**config.mk**
```make
export PLATFORM = sky130hd
export DESIGN_NAME = z80_bus_capture_seq
export DESIGN_NICKNAME = d
export VERILOG_FILES = /design/src/rtl/z80_bus_capture_seq.sv
export SDC_FILE = /design/constraint.sdc
export NUM_CORES = 1
export LEC_CHECK = 0
export CORE_ASPECT_RATIO = 0.75
export CORE_MARGIN = 5
export CORE_UTILIZATION = 45
export DETAILED_ROUTE_END_ITERATION = 7
export GPL_TIMING_DRIVEN = 0
export PLACE_DENSITY = 0.67
export SLEW_MARGIN = 30
export SYNTH_ARGS = -nofsm -noshare
export SYNTH_HDL_FRONTEND = slang
export SYNTH_SLANG_ARGS = --single-unit
```
**constraint.sdc**
```tcl
create_clock -name clk_master -period 4.6 [get_ports clk_master]
set_input_delay 0.92 -clock clk_master [delete_from_list [all_inputs] [get_ports clk_master]]
set_output_delay 0.92 -clock clk_master [all_outputs]
set_load 0.03 [all_outputs]
```
**src/rtl/z80_bus_capture_seq.sv**
```systemverilog
// Z80 snoop-bus capture sequencer: steps the AL/AH/D latch enables over the shared
// bus, then issues a video-RAM write or a border update for qualifying host cycles.
module z80_bus_capture_seq #(
   parameter int unsigned SETTLE = 3,
   parameter int unsigned WE_LEN = 5,
   parameter logic [15:0] WIN_LO = 16'h4000,
   parameter logic [15:0] WIN_HI = 16'h5AFF
) (
   input  logic        clk_master,
   input  logic        rst_pos,
   input  logic        mreq_n,
   input  logic        iorq_n,
   input  logic        wr_n,
   input  logic [7:0]  lin,
   output logic        en_al_n,
   output logic        en_ah_n,
   output logic        en_d_n,
   output logic        ram_we,
   output logic [12:0] ram_addr,
   output logic [7:0]  ram_din,
   output logic [2:0]  border,
   output logic        border_we,
   output logic        busy
);

   localparam logic [2:0] S_IDLE     = 3'd0;
   localparam logic [2:0] S_AL       = 3'd1;
   localparam logic [2:0] S_AH       = 3'd2;
   localparam logic [2:0] S_D        = 3'd3;
   localparam logic [2:0] S_DECIDE   = 3'd4;
   localparam logic [2:0] S_WRITE    = 3'd5;
   localparam logic [2:0] S_WAIT_END = 3'd6;

   localparam int unsigned   CW        = 8;
   localparam logic [CW-1:0] SAMPLE_C  = CW'(SETTLE);
   localparam logic [CW-1:0] DEAD_C    = CW'(SETTLE + 1);
   localparam logic [CW-1:0] WE_LAST_C = CW'(WE_LEN - 1);

   logic          mreq_m_q, mreq_s_q, iorq_m_q, iorq_s_q, wr_m_q, wr_s_q;
   logic [7:0]    lin_r_q;
   logic [2:0]    state_q, state_d;
   logic [CW-1:0] cnt_q, cnt_d;
   logic          is_mem_q, is_mem_d;
   logic [7:0]    addr_lo_q, addr_lo_d, addr_hi_q, addr_hi_d, data_q, data_d;
   logic          en_al_n_q, en_al_n_d, en_ah_n_q, en_ah_n_d, en_d_n_q, en_d_n_d;
   logic          ram_we_q, ram_we_d;
   logic [12:0]   ram_addr_q, ram_addr_d;
   logic [7:0]    ram_din_q, ram_din_d;
   logic [2:0]    border_q, border_d;
   logic          border_we_q, border_we_d;

   logic [15:0]   cap_addr;
   logic          in_win;
   logic          strb_s;

   assign cap_addr = {addr_hi_q, addr_lo_q};
   assign in_win   = (cap_addr >= WIN_LO) && (cap_addr <= WIN_HI);
   assign strb_s   = is_mem_q ? mreq_s_q : iorq_s_q;

   always_comb begin
      state_d     = state_q;
      cnt_d       = cnt_q;
      is_mem_d    = is_mem_q;
      addr_lo_d   = addr_lo_q;
      addr_hi_d   = addr_hi_q;
      data_d      = data_q;
      ram_we_d    = ram_we_q;
      ram_addr_d  = ram_addr_q;
      ram_din_d   = ram_din_q;
      border_d    = border_q;
      border_we_d = 1'b0;
      case (state_q)
         S_IDLE: begin
            cnt_d = '0;
            if (!mreq_s_q || !iorq_s_q) begin
               is_mem_d = !mreq_s_q;
               state_d  = S_AL;
            end
         end
         S_AL, S_AH, S_D: begin
            if (strb_s) begin
               state_d = S_IDLE;
               cnt_d   = '0;
            end else begin
               if (cnt_q == SAMPLE_C) begin
                  case (state_q)
                     S_AL:    addr_lo_d = lin_r_q;
                     S_AH:    addr_hi_d = lin_r_q;
                     default: data_d    = lin_r_q;
                  endcase
               end
               if (cnt_q == DEAD_C) begin
                  cnt_d   = '0;
                  state_d = (state_q == S_AL) ? S_AH : (state_q == S_AH) ? S_D : S_DECIDE;
               end else begin
                  cnt_d = cnt_q + CW'(1);
               end
            end
         end
         S_DECIDE: begin
            // A seen write wins over a strobe release observed in the same cycle
            if (!wr_s_q) begin
               if (is_mem_q && in_win) begin
                  ram_addr_d = cap_addr[12:0] - WIN_LO[12:0];
                  ram_din_d  = data_q;
                  ram_we_d   = 1'b1;
                  cnt_d      = '0;
                  state_d    = S_WRITE;
               end else begin
                  if (!is_mem_q && !addr_lo_q[0]) begin
                     border_d    = data_q[2:0];
                     border_we_d = 1'b1;
                  end
                  state_d = S_WAIT_END;
               end
            end else if (strb_s) begin
               state_d = S_IDLE;
            end
         end
         S_WRITE: begin
            if (cnt_q == WE_LAST_C) begin
               ram_we_d = 1'b0;
               cnt_d    = '0;
               state_d  = S_WAIT_END;
            end else begin
               cnt_d = cnt_q + CW'(1);
            end
         end
         S_WAIT_END: begin
            if (strb_s) state_d = S_IDLE;
         end
         default: state_d = S_IDLE;
      endcase
      // Enables decoded from the next state so they land registered with the slot
      en_al_n_d = !((state_d == S_AL) && (cnt_d <= SAMPLE_C));
      en_ah_n_d = !((state_d == S_AH) && (cnt_d <= SAMPLE_C));
      en_d_n_d  = !((state_d == S_D)  && (cnt_d <= SAMPLE_C));
   end

   always_ff @(posedge clk_master or posedge rst_pos) begin
      if (rst_pos) begin
         // Synchronisers reset to the inactive (high) strobe level
         mreq_m_q    <= 1'b1;
         mreq_s_q    <= 1'b1;
         iorq_m_q    <= 1'b1;
         iorq_s_q    <= 1'b1;
         wr_m_q      <= 1'b1;
         wr_s_q      <= 1'b1;
         lin_r_q     <= '0;
         state_q     <= S_IDLE;
         cnt_q       <= '0;
         is_mem_q    <= 1'b0;
         addr_lo_q   <= '0;
         addr_hi_q   <= '0;
         data_q      <= '0;
         en_al_n_q   <= 1'b1;
         en_ah_n_q   <= 1'b1;
         en_d_n_q    <= 1'b1;
         ram_we_q    <= 1'b0;
         ram_addr_q  <= '0;
         ram_din_q   <= '0;
         border_q    <= '0;
         border_we_q <= 1'b0;
      end else begin
         mreq_m_q    <= mreq_n;
         mreq_s_q    <= mreq_m_q;
         iorq_m_q    <= iorq_n;
         iorq_s_q    <= iorq_m_q;
         wr_m_q      <= wr_n;
         wr_s_q      <= wr_m_q;
         lin_r_q     <= lin;
         state_q     <= state_d;
         cnt_q       <= cnt_d;
         is_mem_q    <= is_mem_d;
         addr_lo_q   <= addr_lo_d;
         addr_hi_q   <= addr_hi_d;
         data_q      <= data_d;
         en_al_n_q   <= en_al_n_d;
         en_ah_n_q   <= en_ah_n_d;
         en_d_n_q    <= en_d_n_d;
         ram_we_q    <= ram_we_d;
         ram_addr_q  <= ram_addr_d;
         ram_din_q   <= ram_din_d;
         border_q    <= border_d;
         border_we_q <= border_we_d;
      end
   end

   assign en_al_n   = en_al_n_q;
   assign en_ah_n   = en_ah_n_q;
   assign en_d_n    = en_d_n_q;
   assign ram_we    = ram_we_q;
   assign ram_addr  = ram_addr_q;
   assign ram_din   = ram_din_q;
   assign border    = border_q;
   assign border_we = border_we_q;
   assign busy      = (state_q != S_IDLE);

endmodule

```
==> metrics <==
Gate Count Post-Synth 254; clock skew 0.00651 ns; num rows 27; cts hold-fix bufs 0; WP data required 3.68 ns; Synth area leader dfrtp_1; die area 9200 sq um; fin. max-slew vios 0; Fin. Hold Viols 0; Mapped Area 3310 sq um; final WL 6.21 mm; Critical Path Sink Type output pin; antenna violations before repair 0; largest family of logic cells by synthesized area multiplexers; I/O pins 43; EDFF count, synth 0; Total GRT Usage 15.3%; first-pass GRT wire length 10.7 mm; distinct cell type count after synthesis 49; Lkg Pwr 1.89 nW; Chip Width 109 um; total clock sinks 79; Post-Synth Adder-Cell Area 0.755%; Clk pin slew, worst setup/hold paths 0.08 ns; Syn-to-layout area delta 23.4%; Compound-Gate Fraction of Synth Area 9.55%; ys flop type dfrtp_1; Congestion Overflow GR 0; largest net degree at the start of global routing 54; max_cap viols 0; CP max stage delay 0.62 ns; average via count per standard cell 5.16; routed len/inst 15.0 um; final worst path period need 2.96 ns; via count 2,135; total CTS buffers 9; syn_area_per_cell 13.0 sq um; Relative slew margins 52.5%; power density over the cells 374 nW/um^2; Least-Margin Pin Slew 0.710 ns; CP delay by family, top buffers and inverters; Fillers 626; post-synthesis simple-gate area fraction 10.6%; most common cell after layout, fill and taps aside dfrtp_1; Seq/Total Area, Yosys 60.0%; H-Tree Depth 3; r2r setup slk 2.20 ns; total negative slack 0 ns; nets 323; Finished Core Util 56.3%; critical path peak fanout 10; Die Y 84.3 um; Post-Synth XOR/XNOR Area 0%; Synth area leaders dfrtp_1 (53%), mux2_1 (14%), dfstp_2 (7.1%); Initial Util 45.6%; syn nets 269; Post-synth ARST share 100%; status finished clean; Clock Path Buffers 2; flops & latches, synth 79; antenna cells 0; Syn. warnings 0; CP arrival 2.04 ns; vias in the first global route 2,135; CP Launch Type flop; Routed Antenna Nets 0; Min-Delay Path Class flop to flop; Critical path buffers and inverters 2; commonest cells after routing, fill and taps aside dfrtp_1 (70), clkdlybuf4s50_1 (42), mux2_1 (41); Setup CP Type flop to output pin; GPL Wtd Cong 0.829; Peak Freq 338 MHz; mux contribution to synthesized area 16.5%; post-synth top area share 52.9%; # DRC 0; CTS resizes 0; VDD IR-drop max 0.000203 V; DP HPWL 4.44 mm; share of layout cells above drive strength 1 13.4%; CTS tree built; IO buf count 42; endpoints failing setup 0; slowest CP cell clkdlybuf4s50_1; period utilization 64.4%; Clock Latency Late Sink 0.35 ns; RSZ-0062 raised after global routing false; crit-path cells clkbuf_1 > or3_1 > clkdlybuf4s50_1; Core ar. 7260 sq um; CTS root buffer clkbuf_8; initial DRC count 80; post-CTS setup buffers 0; 1st-pass router iterations 4
==> path summary, 6_finish.rpt <==
| check | from | to | depth (start not counted) |
|---|---|---|---|
| min in group asynchronous | rst_pos | lin_r_q[0]$_DFF_PP0_ | 2 |
| max reg2reg | is_mem_q$_DFFE_PP0P_ | addr_lo_q[6]$_DFFE_PP0P_ | 5 |
| max in group asynchronous | rst_pos | iorq_s_q$_DFF_PP1_ | 3 |
| max | state_q[2]$_DFF_PP0_ | busy | 3 |
| min reg2reg | wr_m_q$_DFF_PP1_ | wr_s_q$_DFF_PP1_ | 0 |
| min | wr_m_q$_DFF_PP1_ | wr_s_q$_DFF_PP1_ | 0 |
==> sequential cells by signal, summed over array words and instances, names as in the netlist, 3 cells and up <==
signal,count
ram_addr,13
cnt_q,8
addr_lo_q,8
state_q,3
ram_din,8
lin_r_q,8
border,3
addr_hi_q,8
data_q,8
==> Yosys cell counts (3+ instances only) <==
master and instances:
inv_1 10, a21o_1 3, dfrtp_1 70, o21ai_1 4, o21ai_0 13, nand2b_1 4, a21oi_1 6, mux2i_1 4
nand2_1 22, or3_1 4, dfstp_2 9, a211oi_1 4, nor2_1 6, nand3_1 5, clkbuf_1 6, mux2_2 4
o211ai_1 3, mux2_1 41
==> where the power goes <==
part           internal, mW  total [mW]  switching, mW
registers             0.741       0.769         0.0284
clock network         0.268       0.515          0.247
logic                0.0906       0.246          0.155
total                  1.10        1.53          0.430
==> area by class of cell <==
class                           count  area, sq um  area share, %
Clock buffer                       12          145           3.55
Timing Repair Buffer               43          448           11.0
Sequential cell                    79         1990           48.6
Buffer                              9         43.8           1.07
Clock inverter                      4         53.8           1.32
Inverter                           11         43.8           1.07
Multi-Input combinational cell    155         1240           30.3
Tap cell                          101          126           3.09
==> stage by stage <==
stage / setup WS (ns) / hold WS [ns] / cells / power [mW] / cell area (sq um)
6_report: 1.64 / 0.362 / 414 / 1.53 / 4090
2_1_floorplan: 1.67 / 0.345 / 254 / 0.947 / 3310
5_1_grt: 1.53 / 0.370 / 414 / 1.61 / 4090
3_5_place_dp: 2.01 / 0.347 / 398 / 1.03 / 3890
4_1_cts: 1.61 / 0.364 / 414 / 1.55 / 4090
3_3_place_gp: 0.441 / 0.347 / 397 / 1.02 / 3860
==> routing by layer <==
layer / wire (um) / global-route usage [%]
met1: 3090 / 21.2
met2: 2690 / 22.0
met3: 361 / 5.46
met4: 76 / 5.50
met5: 0 / 0
==> logic make-up (layout without fill, tap and decap cells) <==
| family | Yosys count | after routing |
|---|---|---|
| muxes | 49 | 49 |
| buffers and inverters | 20 | 79 |
| DFF | 79 | 79 |
| and+or+nand+nor | 60 | 60 |
| adders and majority gates | 2 | 2 |
| AOI/OAI and AO/OA | 44 | 44 |
(Power assumes the default switching activity.)
